File: config.mk
export PLATFORM = sky130hd
export DESIGN_NAME = fb_pingpong_sched
export DESIGN_NICKNAME = d
export VERILOG_FILES = /design/src/rtl/fb_sched_pkg.sv /design/src/rtl/fb_sched_wdog.sv /design/src/rtl/fb_pingpong_sched.sv
export SDC_FILE = /design/constraint.sdc
export NUM_CORES = 1
export LEC_CHECK = 0
export BUFFER_PORTS_ARGS = -buffer_cell sky130_fd_sc_hd__buf_2
export CAP_MARGIN = 20
export CORE_MARGIN = 5
export CORE_UTILIZATION = 30
export DETAILED_ROUTE_END_ITERATION = 8
export GPL_TIMING_DRIVEN = 0
export SETUP_SLACK_MARGIN = 0.05
export SYNTH_ARGS = -nofsm -noshare
export SYNTH_HDL_FRONTEND = slang
export SYNTH_SLANG_ARGS = --single-unit
File: constraint.sdc
create_clock -name clk -period 3 [get_ports clk]
set_input_delay 0 -clock clk [delete_from_list [all_inputs] [get_ports clk]]
set_output_delay 0 -clock clk [all_outputs]
set_load 0.01 [all_outputs]
File: src/rtl/fb_sched_pkg.sv
// Shared types and constants for the ping-pong framebuffer scheduler.
//   buf_state_e   : per-buffer ownership state (FREE / FILLING / READY)
//   sched_state_e : scheduler FSM states
//   NUM_BUF       : number of framebuffer regions managed (ping + pong)
package fb_sched_pkg;

  localparam int NUM_BUF = 2;

  typedef enum logic [1:0] {
    BUF_FREE    = 2'd0,
    BUF_FILLING = 2'd1,
    BUF_READY   = 2'd2
  } buf_state_e;

  typedef enum logic [1:0] {
    ST_IDLE     = 2'd0,
    ST_WAIT_SOF = 2'd1,
    ST_ARM      = 2'd2,
    ST_FILL     = 2'd3
  } sched_state_e;

endpackage

File: src/rtl/fb_sched_wdog.sv
// Fill watchdog for the framebuffer scheduler.
// Ports:
//   clk, rst : clock, synchronous active-high reset
//   clr      : zero the counter (takes priority over en)
//   en       : count one cycle
//   limit    : expiry limit in counted cycles; 0 disables expiry
//   expire   : high in the en cycle that completes 'limit' counted cycles
module fb_sched_wdog #(
  parameter int W = 20
) (
  input  logic         clk,
  input  logic         rst,
  input  logic         clr,
  input  logic         en,
  input  logic [W-1:0] limit,
  output logic         expire
);

  localparam logic [W-1:0] ONE = W'(1);

  logic [W-1:0] count_q;
  logic [W-1:0] count_d;

  always_comb begin
    count_d = count_q;
    if (clr) begin
      count_d = '0;
    end else if (en) begin
      count_d = count_q + ONE;
    end
  end

  always_ff @(posedge clk) begin
    if (rst) begin
      count_q <= '0;
    end else begin
      count_q <= count_d;
    end
  end

  // count_q holds the number of cycles already completed, so the cycle that
  // finishes the limit is the one where count_q == limit - 1.
  assign expire = en && (limit != '0) && (count_q == (limit - ONE));

endmodule

File: src/rtl/fb_pingpong_sched.sv
// Ping-pong framebuffer scheduler.
// Picks a FREE buffer on each camera SOF, pulses dma_start with that buffer's
// base/length, marks the buffer READY when the DMA signals done (rising edge),
// and returns buffers to FREE on software release. A watchdog aborts fills
// that never complete.
// Ports:
//   clk, rst                 : clock, synchronous active-high reset
//   enable                   : scheduler enable
//   cfg_base0/1, cfg_len     : buffer bases and frame length (bytes)
//   cfg_timeout              : fill watchdog limit in cycles, 0 = off
//   cam_sof                  : start-of-frame pulse
//   dma_done                 : DMA done level
//   rel_valid, rel_idx       : software release strobe and buffer index
//   dma_start/base/len       : DMA launch pulse and parameters
//   frame_ready, ready_idx   : fill-complete pulse and buffer index (held)
//   buf_state                : {buf1, buf0} ownership states
//   drop_count, timeout_count: saturating event counters
//   rel_err                  : release of a non-READY buffer
//   busy                     : FSM not in IDLE
module fb_pingpong_sched
  import fb_sched_pkg::*;
#(
  parameter int ADDR_W    = 16,
  parameter int TIMEOUT_W = 20,
  parameter int CNT_W     = 16
) (
  input  logic                 clk,
  input  logic                 rst,
  input  logic                 enable,
  input  logic [ADDR_W-1:0]    cfg_base0,
  input  logic [ADDR_W-1:0]    cfg_base1,
  input  logic [ADDR_W-1:0]    cfg_len,
  input  logic [TIMEOUT_W-1:0] cfg_timeout,
  input  logic                 cam_sof,
  input  logic                 dma_done,
  input  logic                 rel_valid,
  input  logic                 rel_idx,
  output logic                 dma_start,
  output logic [ADDR_W-1:0]    dma_base,
  output logic [ADDR_W-1:0]    dma_len,
  output logic                 frame_ready,
  output logic                 ready_idx,
  output logic [3:0]           buf_state,
  output logic [CNT_W-1:0]     drop_count,
  output logic [CNT_W-1:0]     timeout_count,
  output logic                 rel_err,
  output logic                 busy
);

  localparam logic [CNT_W-1:0] CNT_ONE = CNT_W'(1);

  sched_state_e      state_q, state_d;
  buf_state_e        buf_q [NUM_BUF];
  buf_state_e        buf_d [NUM_BUF];
  logic              next_idx_q, next_idx_d;
  logic              fill_idx_q, fill_idx_d;
  logic              done_prev_q;
  logic              dma_start_q, dma_start_d;
  logic [ADDR_W-1:0] dma_base_q, dma_base_d;
  logic [ADDR_W-1:0] dma_len_q, dma_len_d;
  logic              frame_ready_q, frame_ready_d;
  logic              ready_idx_q, ready_idx_d;
  logic [CNT_W-1:0]  drop_q, drop_d;
  logic [CNT_W-1:0]  tmo_q, tmo_d;
  logic              rel_err_q, rel_err_d;

  logic done_edge;
  logic other_idx;
  logic sel_ok;
  logic sel_idx;
  logic wd_clr;
  logic wd_en;
  logic wd_expire;

  assign done_edge = dma_done & ~done_prev_q;

  // Prefer the alternating buffer; fall back to the other one if it is free.
  assign other_idx = ~next_idx_q;
  assign sel_ok    = (buf_q[next_idx_q] == BUF_FREE) || (buf_q[other_idx] == BUF_FREE);
  assign sel_idx   = (buf_q[next_idx_q] == BUF_FREE) ? next_idx_q : other_idx;

  assign wd_clr = (state_q == ST_ARM);
  assign wd_en  = (state_q == ST_FILL);

  fb_sched_wdog #(.W(TIMEOUT_W)) u_wdog (
    .clk    (clk),
    .rst    (rst),
    .clr    (wd_clr),
    .en     (wd_en),
    .limit  (cfg_timeout),
    .expire (wd_expire)
  );

  always_comb begin
    state_d       = state_q;
    buf_d         = buf_q;
    next_idx_d    = next_idx_q;
    fill_idx_d    = fill_idx_q;
    dma_start_d   = 1'b0;
    dma_base_d    = dma_base_q;
    dma_len_d     = dma_len_q;
    frame_ready_d = 1'b0;
    ready_idx_d   = ready_idx_q;
    drop_d        = drop_q;
    tmo_d         = tmo_q;
    rel_err_d     = 1'b0;

    case (state_q)
      ST_IDLE: begin
        if (enable) state_d = ST_WAIT_SOF;
      end
      ST_WAIT_SOF: begin
        if (!enable) begin
          state_d = ST_IDLE;
        end else if (cam_sof) begin
          if (sel_ok) begin
            buf_d[sel_idx] = BUF_FILLING;
            fill_idx_d     = sel_idx;
            dma_base_d     = sel_idx ? cfg_base1 : cfg_base0;
            dma_len_d      = cfg_len;
            dma_start_d    = 1'b1;
            state_d        = ST_ARM;
          end else if (drop_q != '1) begin
            drop_d = drop_q + CNT_ONE;
          end
        end
      end
      ST_ARM: begin
        state_d = ST_FILL;
      end
      ST_FILL: begin
        // A done edge in the same cycle as watchdog expiry counts as done.
        if (done_edge) begin
          buf_d[fill_idx_q] = BUF_READY;
          frame_ready_d     = 1'b1;
          ready_idx_d       = fill_idx_q;
          next_idx_d        = ~fill_idx_q;
          state_d           = enable ? ST_WAIT_SOF : ST_IDLE;
        end else if (wd_expire) begin
          buf_d[fill_idx_q] = BUF_FREE;
          if (tmo_q != '1) tmo_d = tmo_q + CNT_ONE;
          state_d = enable ? ST_WAIT_SOF : ST_IDLE;
        end
      end
      default: state_d = ST_IDLE;
    endcase

    // Release checks the pre-update state; it can never collide with the
    // FSM's buffer update because those touch FREE/FILLING buffers only.
    if (rel_valid) begin
      if (buf_q[rel_idx] == BUF_READY) begin
        buf_d[rel_idx] = BUF_FREE;
      end else begin
        rel_err_d = 1'b1;
      end
    end
  end

  always_ff @(posedge clk) begin
    if (rst) begin
      state_q       <= ST_IDLE;
      next_idx_q    <= 1'b0;
      fill_idx_q    <= 1'b0;
      done_prev_q   <= 1'b0;
      dma_start_q   <= 1'b0;
      dma_base_q    <= '0;
      dma_len_q     <= '0;
      frame_ready_q <= 1'b0;
      ready_idx_q   <= 1'b0;
      drop_q        <= '0;
      tmo_q         <= '0;
      rel_err_q     <= 1'b0;
    end else begin
      state_q       <= state_d;
      next_idx_q    <= next_idx_d;
      fill_idx_q    <= fill_idx_d;
      done_prev_q   <= dma_done;
      dma_start_q   <= dma_start_d;
      dma_base_q    <= dma_base_d;
      dma_len_q     <= dma_len_d;
      frame_ready_q <= frame_ready_d;
      ready_idx_q   <= ready_idx_d;
      drop_q        <= drop_d;
      tmo_q         <= tmo_d;
      rel_err_q     <= rel_err_d;
    end
  end

  for (genvar gi = 0; gi < NUM_BUF; gi++) begin : g_buf
    always_ff @(posedge clk) begin
      if (rst) begin
        buf_q[gi] <= BUF_FREE;
      end else begin
        buf_q[gi] <= buf_d[gi];
      end
    end
    assign buf_state[2*gi +: 2] = buf_q[gi];
  end

  assign dma_start     = dma_start_q;
  assign dma_base      = dma_base_q;
  assign dma_len       = dma_len_q;
  assign frame_ready   = frame_ready_q;
  assign ready_idx     = ready_idx_q;
  assign drop_count    = drop_q;
  assign timeout_count = tmo_q;
  assign rel_err       = rel_err_q;
  assign busy          = (state_q != ST_IDLE);

endmodule

==> results.md <==
* I/O Pins at 148
* Clock transition at path regs at 0.07 ns
* CTS tree: built
* Power per cell area at 449 nW/um^2
* Pre-Repair DR Iteration Count at 6
* Worst rel slew slack at 58.4%
* Vias per cell at 4.83
* Maximum fanout along the worst path at 10
* Status: finished clean
* Largest stage delay on the critical path at 0.52 ns
* CP Capture Type: flop
* Ys flop type: dfxtp_1
* Final WL at 14700 um
* CP startpoint kind: input pin
* Initial antenna violation count at 1
* Flop and latch count out of synthesis at 97
* Wire length per cell at 14.3 um
* Clock Sinks at 97
* Gpl congestion at 0.832
* Number of global-route vias before repair at 4727
* GRT Util Overall at 14.6%
* Static leakage at 2.78 nW
* Multiplexer share of the synthesized area at 5.55%
* Chip width at 140 um
* Placed insts at 978
* Post-Synthesis Cells at 614
* Post-synthesis compound-gate area fraction at 12.4%
* Worst min-delay path category: input pin to flop
* Rows at 47
* Post-Synth Simple-Gate Area at 30.6%
* Slew Limit Fails at 0
* Most used cell, CP: nand2_1
* Total Neg Setup Slack at 0 ns
* Root Buffer: clkbuf_16
* Starting Density at 30.6%
* Final Setup Violations at 0
* DP Wirelength at 10800 um
* Layout area overhead at 34.1%
* Cell Area, Synth at 5070 sq um
* FFs w/ async S/R, synth at 0%
* Min cycle time layout at 2.75 ns
* DRC violations left at 0
* Data required, critical path at 3.24 ns
* Post-synthesis adder-cell area fraction at 0.986%
* Seq/Total Area, Yosys at 38.3%
* ANT nets after route at 0
* Post-Synth XOR/XNOR Area at 8.80%
* Largest net degree at the start of global routing at 16
* Max Freq at 0.364 GHz
* Critical path, cell by cell: buf_2, inv_1, ha_1, clkbuf_1, or3b_2, nor3_1, nand2_1, o22ai_2, nand2_1, clkbuf_2, nor4_2, mux2_1
* Wire length of the first global-routing pass at 23700 um
* Starting DRC count in detailed routing at 274
* Syn Area/Cell at 8.27 sq um
* Number of synthesized flops with an enable pin at 0
* Synth warnings at 0
* Post-Syn Nets at 693
* Min Hold Slack at 0.00864 ns
* Worst skew pair latency at 0.35 ns
* GRT overflow at 0
* Total number of vias at 4982
* WS Path Type: input pin to flop
* Nets at 886
* Final Skew at 0.00760 ns
* Maxcap violations at 0
* Slew @ Worst Pin at 0.622 ns
* Clock tree buffer depth at 2
* Finished Layout Cells at 1032
* TritonCTS Buffers at 9
* Htree depth at 3
* Largest family of logic cells by synthesized area: simple AND/OR/NAND/NOR gates
* Core area at 16600 sq um
* CP max-delay cell: or3b_2
* Final worst path period share at 91.7%
* Crit path DAT at 2.99 ns
* VDD IR max at 283 uV
* Post-synth cell types at 57
* RSZ-0062 raised after global routing: no
* Total die area at 19600 sq um
* Chip Height at 140 um
* Number of port buffers at 144
* ANT cells at 0
* Final hold viol count at 0
* Layout cell share with drive strength beyond 1 at 22.9%
[cell usage in the layout, fill, tap and decap left out, types with 18 or more instances in the layout]
cell	netlist	final
dlygate4sd3_1	0	37
buf_2	3	147
nand4_1	19	19
mux2i_1	18	18
xor2_1	28	28
a21oi_1	42	42
dfxtp_1	97	96
nor3_1	22	22
clkbuf_1	23	24
nand2_1	63	63
o21ai_0	18	18
a211oi_1	18	18
xnor2_1	23	23
nor2_1	71	71
[state kept, by name (all words and copies together) (netlist names), named ones only]
signal / count
buf_state: 4
dma_base: 16
dma_len: 16
dma_start: 1
done_prev_q: 1
drop_count: 16
fill_idx_q: 1
frame_ready: 1
next_idx_q: 1
ready_idx: 1
rel_err: 1
state_q: 1
timeout_count: 16
u_wdog.count_q: 20
[Yosys cell counts (10+ instances only)]
cell      count  area (sq um)
o21ai_0      18          90.1
inv_1        12          45.0
nand2b_1     10          62.6
a211oi_1     18           135
nor2b_1      16           100
nand4_1      19           119
mux2i_1      18           180
xnor2_1      23           201
dfxtp_1      97          1940
nor2_1       71           267
nand2_1      63           236
a21oi_1      42           210
clkbuf_1     23          86.3
nor3_1       22           110
or3_1        17           106
nand3_1      14          70.1
xor2_1       28           245
[stage by stage]
stage	total power, mW	setup WS [ns]	area, sq um	utilization [%]
floorplan	1.55	0.293	5070	-
global placement	1.69	-0.305	6070	36.6
detailed placement	1.69	-0.301	6070	36.6
CTS	3.09	0.0702	6790	41.0
global route	3.18	0.0564	6810	41.0
finish	3.05	0.249	6810	41.0
[routing by layer]
metal / up-vias / GRT usage [%] / part of all wire [%]
li1: 2577 / - / -
met5: - / 0 / 0.048
met2: 121 / 23.1 / 45
met3: 25 / 4.64 / 6.9
met4: 2 / 4.84 / 2.0
met1: 2257 / 19.0 / 46
[power by group]
| group | internal, mW | leakage, nW | total, mW | switching (mW) |
|---|---|---|---|---|
| Clock | 0.837 | 0.166 | 1.35 | 0.510 |
| Combinational | 0.170 | 1.83 | 0.368 | 0.198 |
| Sequential | 1.32 | 0.784 | 1.34 | 0.0223 |
| Total | 2.32 | 2.78 | 3.05 | 0.730 |
[worst max-delay path, delay by kind of cell]
kind | cells | cell delay, ns
muxes | 1 | 0.34
AOI/OAI and AO/OA | 1 | 0.34
buffers and inverters | 4 | 0.78
and+or+nand+nor | 5 | 1.40
adders and majority gates | 1 | 0.13
[layout make-up]
| type | instances | area [sq um] |
|---|---|---|
| fill | 1731 | 9780 |
| multi-input combinational | 474 | 2970 |
| sequential | 97 | 1940 |
| timing repair buffer | 182 | 1100 |
| tap | 220 | 275 |
| clock buffer | 11 | 243 |
| buffer | 31 | 130 |
| clock inverter | 5 | 103 |
| inverter | 12 | 45.0 |
[kinds of logic after synthesis]
group | count (synthesis)
AOI/OAI and AO/OA | 101
buffers and inverters | 43
muxes | 27
adders and majority gates | 4
and+or+nand+nor | 291
xor gates and xnor gates | 51
DFF | 97
[path summary, 6_finish.rpt]
| check | cells past startpoint | endpoint | start | slack [ns] |
|---|---|---|---|---|
| worst max-delay path | 12 | timeout_count[9] | cfg_timeout[1] | 0.25 |
| worst max register to register | 8 | timeout_count[9] | state_q[0] | 0.33 |
| worst min register to register | 2 | dma_len[2] | dma_len[2] | 0.45 |
| worst min-delay path | 3 | dma_base[5] | cfg_base1[5] | 0.009 |
[timing repair]
item | CTS | global route
pin swaps | 1 | 1
endpoints found under the setup margin | 7 | 21
hold endpoints to repair | 28 | 0
hold buffers | 37 | 0
resized for setup | 0 | 6
buffers inserted | 1 | 0
Power figures use the tool's default switching activity.
